$ cat config.mk
export PLATFORM = sky130hd
export DESIGN_NAME = calc_bin2bcd
export DESIGN_NICKNAME = d
export VERILOG_FILES = /design/src/rtl/calc_pkg.sv /design/src/rtl/bcd_add3.sv /design/src/rtl/calc_bin2bcd.sv
export SDC_FILE = /design/constraint.sdc
export NUM_CORES = 1
export LEC_CHECK = 0
export ABC_AREA = 1
export CAP_MARGIN = 15
export CORE_MARGIN = 4
export CORE_UTILIZATION = 35
export DETAILED_ROUTE_END_ITERATION = 10
export GPL_ROUTABILITY_DRIVEN = 0
export HOLD_SLACK_MARGIN = 0.03
export SLEW_MARGIN = 20
export SYNTH_ARGS = -nofsm -noshare
export SYNTH_HDL_FRONTEND = slang
export SYNTH_HIERARCHICAL = 1
export SYNTH_SLANG_ARGS = --single-unit
$ cat constraint.sdc
create_clock -name clk -period 5.2 [get_ports clk]
set_input_delay 1.04 -clock clk [delete_from_list [all_inputs] [get_ports clk]]
set_output_delay 1.04 -clock clk [all_outputs]
set_load 0.005 [all_outputs]
$ cat src/rtl/calc_pkg.sv
// Shared calculator types and sizing: result width, display digit count,
// converter FSM states and the BCD digit type used by the segment decoders.
package calc_pkg;

    localparam int CALC_W      = 16;
    localparam int CALC_DIGITS = 5;

    typedef enum logic {
        IDLE,
        SHIFT
    } b2b_state_t;

    typedef logic [3:0] bcd_digit_t;

endpackage

$ cat src/rtl/bcd_add3.sv
// Double-dabble correction for one BCD digit: a digit of 5 or more gets +3
// so that the following left shift carries correctly into the next decade.
module bcd_add3
    import calc_pkg::*;
(
    input  bcd_digit_t digit_i,
    output bcd_digit_t digit_o
);

    // Values 5..9 map to 8..12 and stay within four bits; 10..15 never occur.
    assign digit_o = (digit_i >= 4'd5) ? bcd_digit_t'(digit_i + 4'd3) : digit_i;

endmodule

$ cat src/rtl/calc_bin2bcd.sv
// Sequential binary-to-BCD converter for the calculator display path.
// One double-dabble iteration per clock; results and the leading-zero blank
// mask are only updated on completion, so the displays never see partial sums.
module calc_bin2bcd
    import calc_pkg::*;
#(
    parameter int W      = CALC_W,
    parameter int DIGITS = CALC_DIGITS
) (
    input  logic                  clk,
    input  logic                  rst,
    input  logic                  start,
    input  logic [W-1:0]          bin,
    output logic [4*DIGITS-1:0]   bcd,
    output logic [DIGITS-1:0]     blank,
    output logic                  busy,
    output logic                  done
);

    localparam int BW = 4 * DIGITS;
    localparam int RW = BW + W;
    localparam int CW = (W > 1) ? $clog2(W) : 1;

    localparam logic [CW-1:0]     LAST_CNT    = CW'(W - 1);
    localparam logic [DIGITS-1:0] BLANK_RESET = {{(DIGITS - 1){1'b1}}, 1'b0};

    b2b_state_t        state_q, state_d;
    logic [RW-1:0]     work_q,  work_d;
    logic [CW-1:0]     cnt_q,   cnt_d;
    logic [BW-1:0]     bcd_q,   bcd_d;
    logic [DIGITS-1:0] blank_q, blank_d;
    logic              done_q,  done_d;

    logic [BW-1:0]     corrected;
    logic [RW-1:0]     shifted;
    logic [DIGITS-1:0] new_blank;
    logic              zero_run;

    // Add-3 correction on every digit of the working BCD field, before the shift.
    for (genvar g = 0; g < DIGITS; g++) begin : g_add3
        bcd_add3 u_add3 (
            .digit_i (work_q[W + 4*g +: 4]),
            .digit_o (corrected[4*g +: 4])
        );
    end

    assign shifted = {corrected, work_q[W-1:0]} << 1;

    // Leading-zero mask from the post-shift digits: digit i is blank when it
    // and every more significant digit are zero; the units digit always shows.
    always_comb begin
        new_blank = '0;
        zero_run  = 1'b1;
        for (int i = DIGITS - 1; i >= 1; i--) begin
            zero_run     = zero_run & (shifted[W + 4*i +: 4] == 4'd0);
            new_blank[i] = zero_run;
        end
    end

    // Next-state logic: accept a request in IDLE, iterate in SHIFT, publish on the last shift.
    always_comb begin
        // NOTE: every variable gets its hold value first so no path infers a latch.
        state_d = state_q;
        work_d  = work_q;
        cnt_d   = cnt_q;
        bcd_d   = bcd_q;
        blank_d = blank_q;
        done_d  = 1'b0;

        case (state_q)
            IDLE: begin
                if (start) begin
                    work_d  = {{BW{1'b0}}, bin};
                    cnt_d   = '0;
                    state_d = SHIFT;
                end
            end
            SHIFT: begin
                work_d = shifted;
                cnt_d  = cnt_q + 1'b1;
                if (cnt_q == LAST_CNT) begin
                    bcd_d   = shifted[RW-1:W];
                    blank_d = new_blank;
                    done_d  = 1'b1;
                    state_d = IDLE;
                end
            end
            default: state_d = IDLE;
        endcase
    end

    // State and output registers; reset aborts any conversion in flight.
    always_ff @(posedge clk or posedge rst) begin
        if (rst) begin
            state_q <= IDLE;
            work_q  <= '0;
            cnt_q   <= '0;
            bcd_q   <= '0;
            blank_q <= BLANK_RESET;
            done_q  <= 1'b0;
        end else begin
            // NOTE: non-blocking updates so every register samples pre-edge values.
            state_q <= state_d;
            work_q  <= work_d;
            cnt_q   <= cnt_d;
            bcd_q   <= bcd_d;
            blank_q <= blank_d;
            done_q  <= done_d;
        end
    end

    assign bcd   = bcd_q;
    assign blank = blank_q;
    assign busy  = (state_q == SHIFT);
    assign done  = done_q;

endmodule
==> Yosys cells after proc, flatten, opt, wreduce, memory -nomap -nowiden <==
Cells that the tools add are included.
{ "totals": {"ff_bits": 66, "inputBits": 19, "out_inout_bits": 27} }
{ "classes": {"add_sub_neg": 6, "order_cmp": 5, "n_eq_ne": 2, "n_mux": 14, "bitwise_logic": 4, "n_reduce_logical": 5} }
{ "op_table": {"columns": ["op", "count"], "rows": [
  ["36-bit case mux with 2 select lines", 1],
  ["36-bit 2-to-1 mux", 1],
  ["4-bit by 3-bit greater-or-equal comparator with 1-bit output, second input constant", 5],
  ["4-bit 2-to-1 mux", 5],
  ["4-bit by 2-bit adder with 4-bit output, second input constant", 4],
  ["4-bit logical NOT", 4],
  ["4-bit case mux with 2 select lines", 1],
  ["4-bit by 1-bit adder with 4-bit output, second input constant", 1],
  ["4-bit equality test, second input constant", 1],
  ["1-bit 2-to-1 mux", 4],
  ["3-bit by 2-bit adder with 3-bit output, second input constant", 1],
  ["1-bit AND", 3],
  ["3-bit 2-to-1 mux", 1],
  ["2-bit != test, second input constant", 1],
  ["1-bit case mux with 2 select lines", 1],
  ["2-bit AND reduction", 1],
  ["1-bit inverter", 1]
]} }

==> Depth between registers and ports, before layout <==
Gate-level depths: netlist of the first run.
{ "logic_depth": {"word_depth": 6, "ltp_mapped": 12, "depth_no_buf": 12} }

==> By module <==
The synthesis of the first run kept the hierarchy.
{ "by_module_without_submodules": {"columns": ["mod", "instances", "cells_per_inst", "area_per_inst_um2", "seq_area_each_um2"], "rows": [
  ["calc_bin2bcd", 1, 286, 2726.4, 1656.6],
  ["bcd_add3", 5, 23, 135.1, 0.0]
]} }

==> Worst setup path before layout of the first run <==
Ideal clock, no wire load.
{ "synth_timing": {"kind": "input port to flip-flop", "start": "input port start", "end": "register work_q[1]", "setup_time_ps": 68, "t_arrival_ps": 1567, "required_ps": 5132, "setup_slack_ps": 3565, "path_stages": 6, "n_path_buf": 1, "cell_sequence": "inv_1 -> nand2_1 -> inv_2 -> buf_2 -> nand2_1 -> nand3_1"} }
{ "synth_via": {"elab_chain_cells": 1} }
{ "synth_rtl": {"columns": ["element", "line_no", "text"], "rows": [
  ["from (decl)", "calc_bin2bcd.sv:12", "input logic start,"],
  ["2-bit != test (no line)", null, null],
  ["to (signal assigned)", "calc_bin2bcd.sv:104", "work_q <= work_d;"],
  ["to (decl)", "calc_bin2bcd.sv:28", "logic [RW-1:0] work_q, work_d;"]
]} }
No other way between the ends.
A chain may end at the register's enable or synchronous reset.

==> Worst setup path in the final report of the first run <==
{ "layout_timing": {"start": "register state_q, in the netlist busy", "end": "output port busy"} }
{ "layout_lines": {"columns": ["element", "line_no", "text"], "rows": [
  ["from (decl)", "calc_bin2bcd.sv:27", "b2b_state_t state_q, state_d;"],
  ["from (signal assigned)", "calc_bin2bcd.sv:103", "state_q <= state_d;"],
  ["to (decl)", "calc_bin2bcd.sv:16", "output logic busy,"]
]} }
No word-level cell between the ends.

==> out/qor.csv, run 1 <==
metric,value,unit
status,finished clean,
setup tns final,0,ps
Leak,0.00193,uW
met3 usage,3.89,%
CP endpoint kind,output port,
Hold Crit Start,blank[3],
most crowded layer after global routing,met2,
"most common cell after layout, fill and taps aside",nand2_1,
Critical Path Max Stage Delay,790,ps
crit-path max FO,22,
"antenna viol nets, final",0,
Final Hold Viols,0,
Worst-Margin Slew,688,ps
Residual DRC,0,
hold_buf cts,0,
unrepaired setup endpoints after global routing,no,
worst path required time,4160,ps
count of cells resized by post-cts repair,0,
global route total overflow,0,
antenna violations before repair,0,
Non-Filler Instances,573,
Vias/cell,4.54,
synth warn,6,
CTS Buffer Depth,2,
Final setup viols,0,
R2R Setup Slk,2960,ps
min-delay worst type,flop to flop,
FF-to-FF End,work_q[29],
first-pass GRT wire length,11500,um
DIE WIDTH,106,um
DP Cell Count,557,
Mapped Avg Cell Area,8.52,sq um
most frequent cells in the layout,"nand2_1, dfrtp_1, clkdlybuf4s50_1",
Iteration-0 DRC Markers,64,
Hold EP,blank[3],
crit path DAT,1760,ps
Post-CTS Setup Bufs,0,
Boundary Pins,46,
f_max,0.358,GHz
max-slew violation count,0,
via count,2599,
hpwl dp,4640,um
slowest CP cell,dfrtp_1,
Worst Setup Start Kind,flop,
Final Cycle Share,53.8,%
Crit Reg-Reg Startpoint,busy,
PwrDens,627,nW/um^2
die area,11300,sq um
clock skew,5.59,ps
Setup Slack @ Placement,2720,ps
Cells after Synth,396,
GRT Total Usage,12.7,%
chip height,106,um
Period minus WS final,2800,ps
worst skew pair latency,340,ps
Max VDD drop,0.197,mV
Core ar.,9330,sq um
number of port buffers,44,
clk slew on worst S/H paths,70,ps
CTS Buf Count,9,
layout cell share with drive strength beyond 1,16.7,%
met1 track demand over resource,16.1,%
Mapped Nets,426,
Crit Path Class,flop to output port,
CTS Sinks,66,
final WL,6630,um
Root Driver,clkbuf_8,
Initial Utilization,36.2,%
hold depth,2,
CTS tree,yes,
final instance area,4120,sq um
diode count,0,
H-tree levels,3,
area delta synth->final,22.1,%
max_cap viols,0,
Final Hold Slack,466,ps
drt pass-1 iters,4,
FP Rows,35,
vias in the first global route,2496,
dpl cell area,3890,sq um
Bufs and invs on worst path,1,
Top Family by Delay on Critical Path,flip-flops,
setup ws final,2400,ps
cell area after synthesis,3380,sq um
CP cell instances,clkdlybuf4s50_1,
met2 usage,20.2,%
wire length per cell,11.6,um
worst relative slew slack,54.2,%
# nets final,469,
pin count of the biggest net entering global routing,46,
R2R depth,5,
-- flip-flops by register name (all words and copies together), names as in the netlist --
| register | cells |
|---|---|
| work_q | 36 |
| bcd | 20 |
| blank | 4 |
| cnt_q | 4 |
| busy | 1 |
| done | 1 |
-- worst max path at each step --
stage          from  cells past startpoint  slack, ps       to
6_report       busy                      1       2400     busy
5_1_grt        busy                      1       2300     busy
4_1_cts        busy                      1       2380     busy
3_5_place_dp    rst                      3       2720  bcd[10]
3_3_place_gp   busy                      1       2750     busy
2_1_floorplan   rst                      1       2510   bcd[0]
-- per-stage QoR --
step / total power (uW) / util, %
floorplan: 1750 / -
global placement: 2070 / 41.7
detailed placement: 2100 / 41.7
CTS: 2630 / 44.2
global route: 2830 / 44.2
finish: 2580 / 44.2
-- layer usage --
metal / vias to the layer above / part of all wire (%)
li1: 1326 / -
met1: 1218 / 47
met2: 47 / 47
met3: 8 / 5.0
met4: 0 / 1.1
met5: - / 0
-- power by group --
group	leakage (uW)	switching [uW]	internal (uW)	total, uW
logic	0.000991	665	498	1160
clock network	0.000114	196	318	514
registers	0.000822	174	733	907
-- worst reg2reg max path: stages, from the launching register on --
cell     delay [ps]
dfrtp_1         640
inv_1           590
nand2_1         210
inv_2           500
nand2_1         130
o21ai_0         100
-- cell type report --
type                    instances  area [sq um]
repair buffers                 45           448
multi-input cells             271          1450
clock inverters                 5           103
inverters                      46           175
clock buffers                  11           131
flip-flops and latches         66          1660
well taps                     129           161
fillers                       945          5210
Note: power is estimated with default switching activity, not from simulation.
==> run 2, diff against run 1 <==
clock period = 2.36 ns   (was 5.2 ns; I/O delays follow)
==> out/qor.csv, run 2 (synthesized netlist as in run 1, its figures left out) <==
metric,value,unit,change
CTS tree,yes,,unchanged
clock skew,8.45,ps,was 5.59 ps
max FFs per register,36,,unchanged
H-tree levels,3,,unchanged
min-delay worst type,flop to flop,,unchanged
"most common cell after layout, fill and taps aside",nand2_1,,unchanged
Max VDD drop,0.501,mV,was 0.197 mV
CP Depth,1,,unchanged
DIE WIDTH,106,um,unchanged
wire length per cell,11.6,um,about the same
CTS Buffer Depth,2,,unchanged
crit path DAT,1520,ps,was 1760 ps
Hold EP,blank[1],,was blank[3]
worst relative slew slack,57.5,%,was 54.2%
Post-CTS Setup Bufs,0,,unchanged
diode count,0,,unchanged
hold depth,2,,unchanged
status,finished clean,,unchanged
Bufs and invs on worst path,1,,unchanged
global route total overflow,0,,unchanged
final WL,6670,um,was 6630 um
Root Driver,clkbuf_8,,unchanged
CP endpoint kind,output port,,unchanged
CTS Sinks,66,,unchanged
# nets final,471,,was 469
GRT Total Usage,12.7,%,about the same
layout cell share with drive strength beyond 1,16.9,%,was 16.7%
Residual DRC,0,,unchanged
via count,2580,,was 2599
final instance area,4070,sq um,was 4120 sq um
area delta synth->final,20.5,%,was 22.1%
Hold Crit Start,blank[1],,was blank[3]
unrepaired setup endpoints after global routing,no,,unchanged
Worst-Margin Slew,637,ps,was 688 ps
R2R depth,11,,was 5
PwrDens,1320,nW/um^2,was 627 nW/um^2
vias in the first global route,2564,,was 2496
R2R Setup Slk,580,ps,was 2960 ps
f_max,0.502,GHz,
clk slew on worst S/H paths,70,ps,about the same
chip height,106,um,unchanged
Final Cycle Share,84.4,%,
antenna violations before repair,0,,unchanged
CTS Buf Count,9,,unchanged
crit-path max FO,13,,was 22
slowest CP cell,dfrtp_1,,unchanged
hold_buf cts,0,,unchanged
dpl cell area,3920,sq um,was 3890 sq um
Top reg by flops,work_q,,unchanged
number of port buffers,44,,unchanged
Period minus WS final,1990,ps,
pin count of the biggest net entering global routing,67,,was 46
Top Family by Delay on Critical Path,flip-flops,,unchanged
Critical Path Max Stage Delay,600,ps,was 790 ps
Crit Path Class,flop to output port,,unchanged
worst skew pair latency,340,ps,about the same
hpwl dp,4580,um,was 4640 um
drt pass-1 iters,4,,unchanged
CP cell instances,clkdlybuf4s50_1,,unchanged
count of cells resized by post-cts repair,0,,unchanged
first-pass GRT wire length,11600,um,was 11500 um
Worst Setup Start Kind,flop,,unchanged
"antenna viol nets, final",0,,unchanged
Final Hold Viols,0,,unchanged
Leak,0.00191,uW,was 0.00193 uW
max-slew violation count,0,,unchanged
Initial Utilization,36.2,%,unchanged
Iteration-0 DRC Markers,126,,was 64
most frequent cells in the layout,"nand2_1, dfrtp_1, clkdlybuf4s50_1",,unchanged
Core ar.,9330,sq um,unchanged
setup tns final,0,ps,unchanged
FF-to-FF End,blank[1],,was work_q[29]
Boundary Pins,46,,unchanged
Final Hold Slack,470,ps,was 466 ps
Final setup viols,0,,unchanged
Crit Reg-Reg Startpoint,work_q[28],,was busy
Vias/cell,4.49,,was 4.54
max_cap viols,0,,unchanged
FP Rows,35,,unchanged
worst path required time,1890,ps,was 4160 ps
die area,11300,sq um,unchanged
-- run 2: cell types whose count changed in the layout (fill, tap and decap cells not counted), sizes merged --
cell / previous run / this run
clkinv: 1 / 4
bufinv: 3 / 0
buf: 1 / 3
clkinvlp: 1 / 0
-- run 2: area by class of cell --
class,count,area [sq um]
Multi-Input combinational cell,271,1450
Sequential cell,66,1660
Clock buffer,11,131
Clock inverter,4,20.0
Fill cell,943,5260
Tap cell,129,161
Timing Repair Buffer,47,475
Inverter,46,175
-- run 2: report_power, final --
group / switching, uW / internal (uW) / total [uW]
combinational: 1500 / 1110 / 2610
sequential: 369 / 1620 / 1980
clock: 414 / 368 / 783
total: 2280 / 3100 / 5380
-- run 2: how the worst max path moves through the flow --
stage	startpoint	end	slack [ps]
after floorplan	rst	bcd[0]	240
final	busy	busy	370
after global routing	busy	busy	270
after detailed placement	start	work_q[33]	500
after CTS	busy	busy	330
after global placement	start	work_q[0]	540
-- run 2: through the flow --
stage | instances | util (%) | worst slack, ps | power [uW]
5_1_grt | 574 | 43.6 | 270 | 5920
2_1_floorplan | 396 | - | 240 | 3860
6_report | 574 | 43.6 | 368 | 5380
4_1_cts | 574 | 43.6 | 335 | 5460
3_3_place_gp | 559 | 42.0 | 539 | 4580
3_5_place_dp | 559 | 42.0 | 503 | 4660
-- run 2: metal layers --
layer  vias to the layer above  GRT usage, %  wire, um  share of wire (%)
li1                       1333             -         -                  -
met1                      1187          15.6      3150                 47
met2                        54          21.4      3140                 47
met3                         6          3.58       340                5.1
met4                         0          4.44        53               0.79
met5                         -             0         0                  0
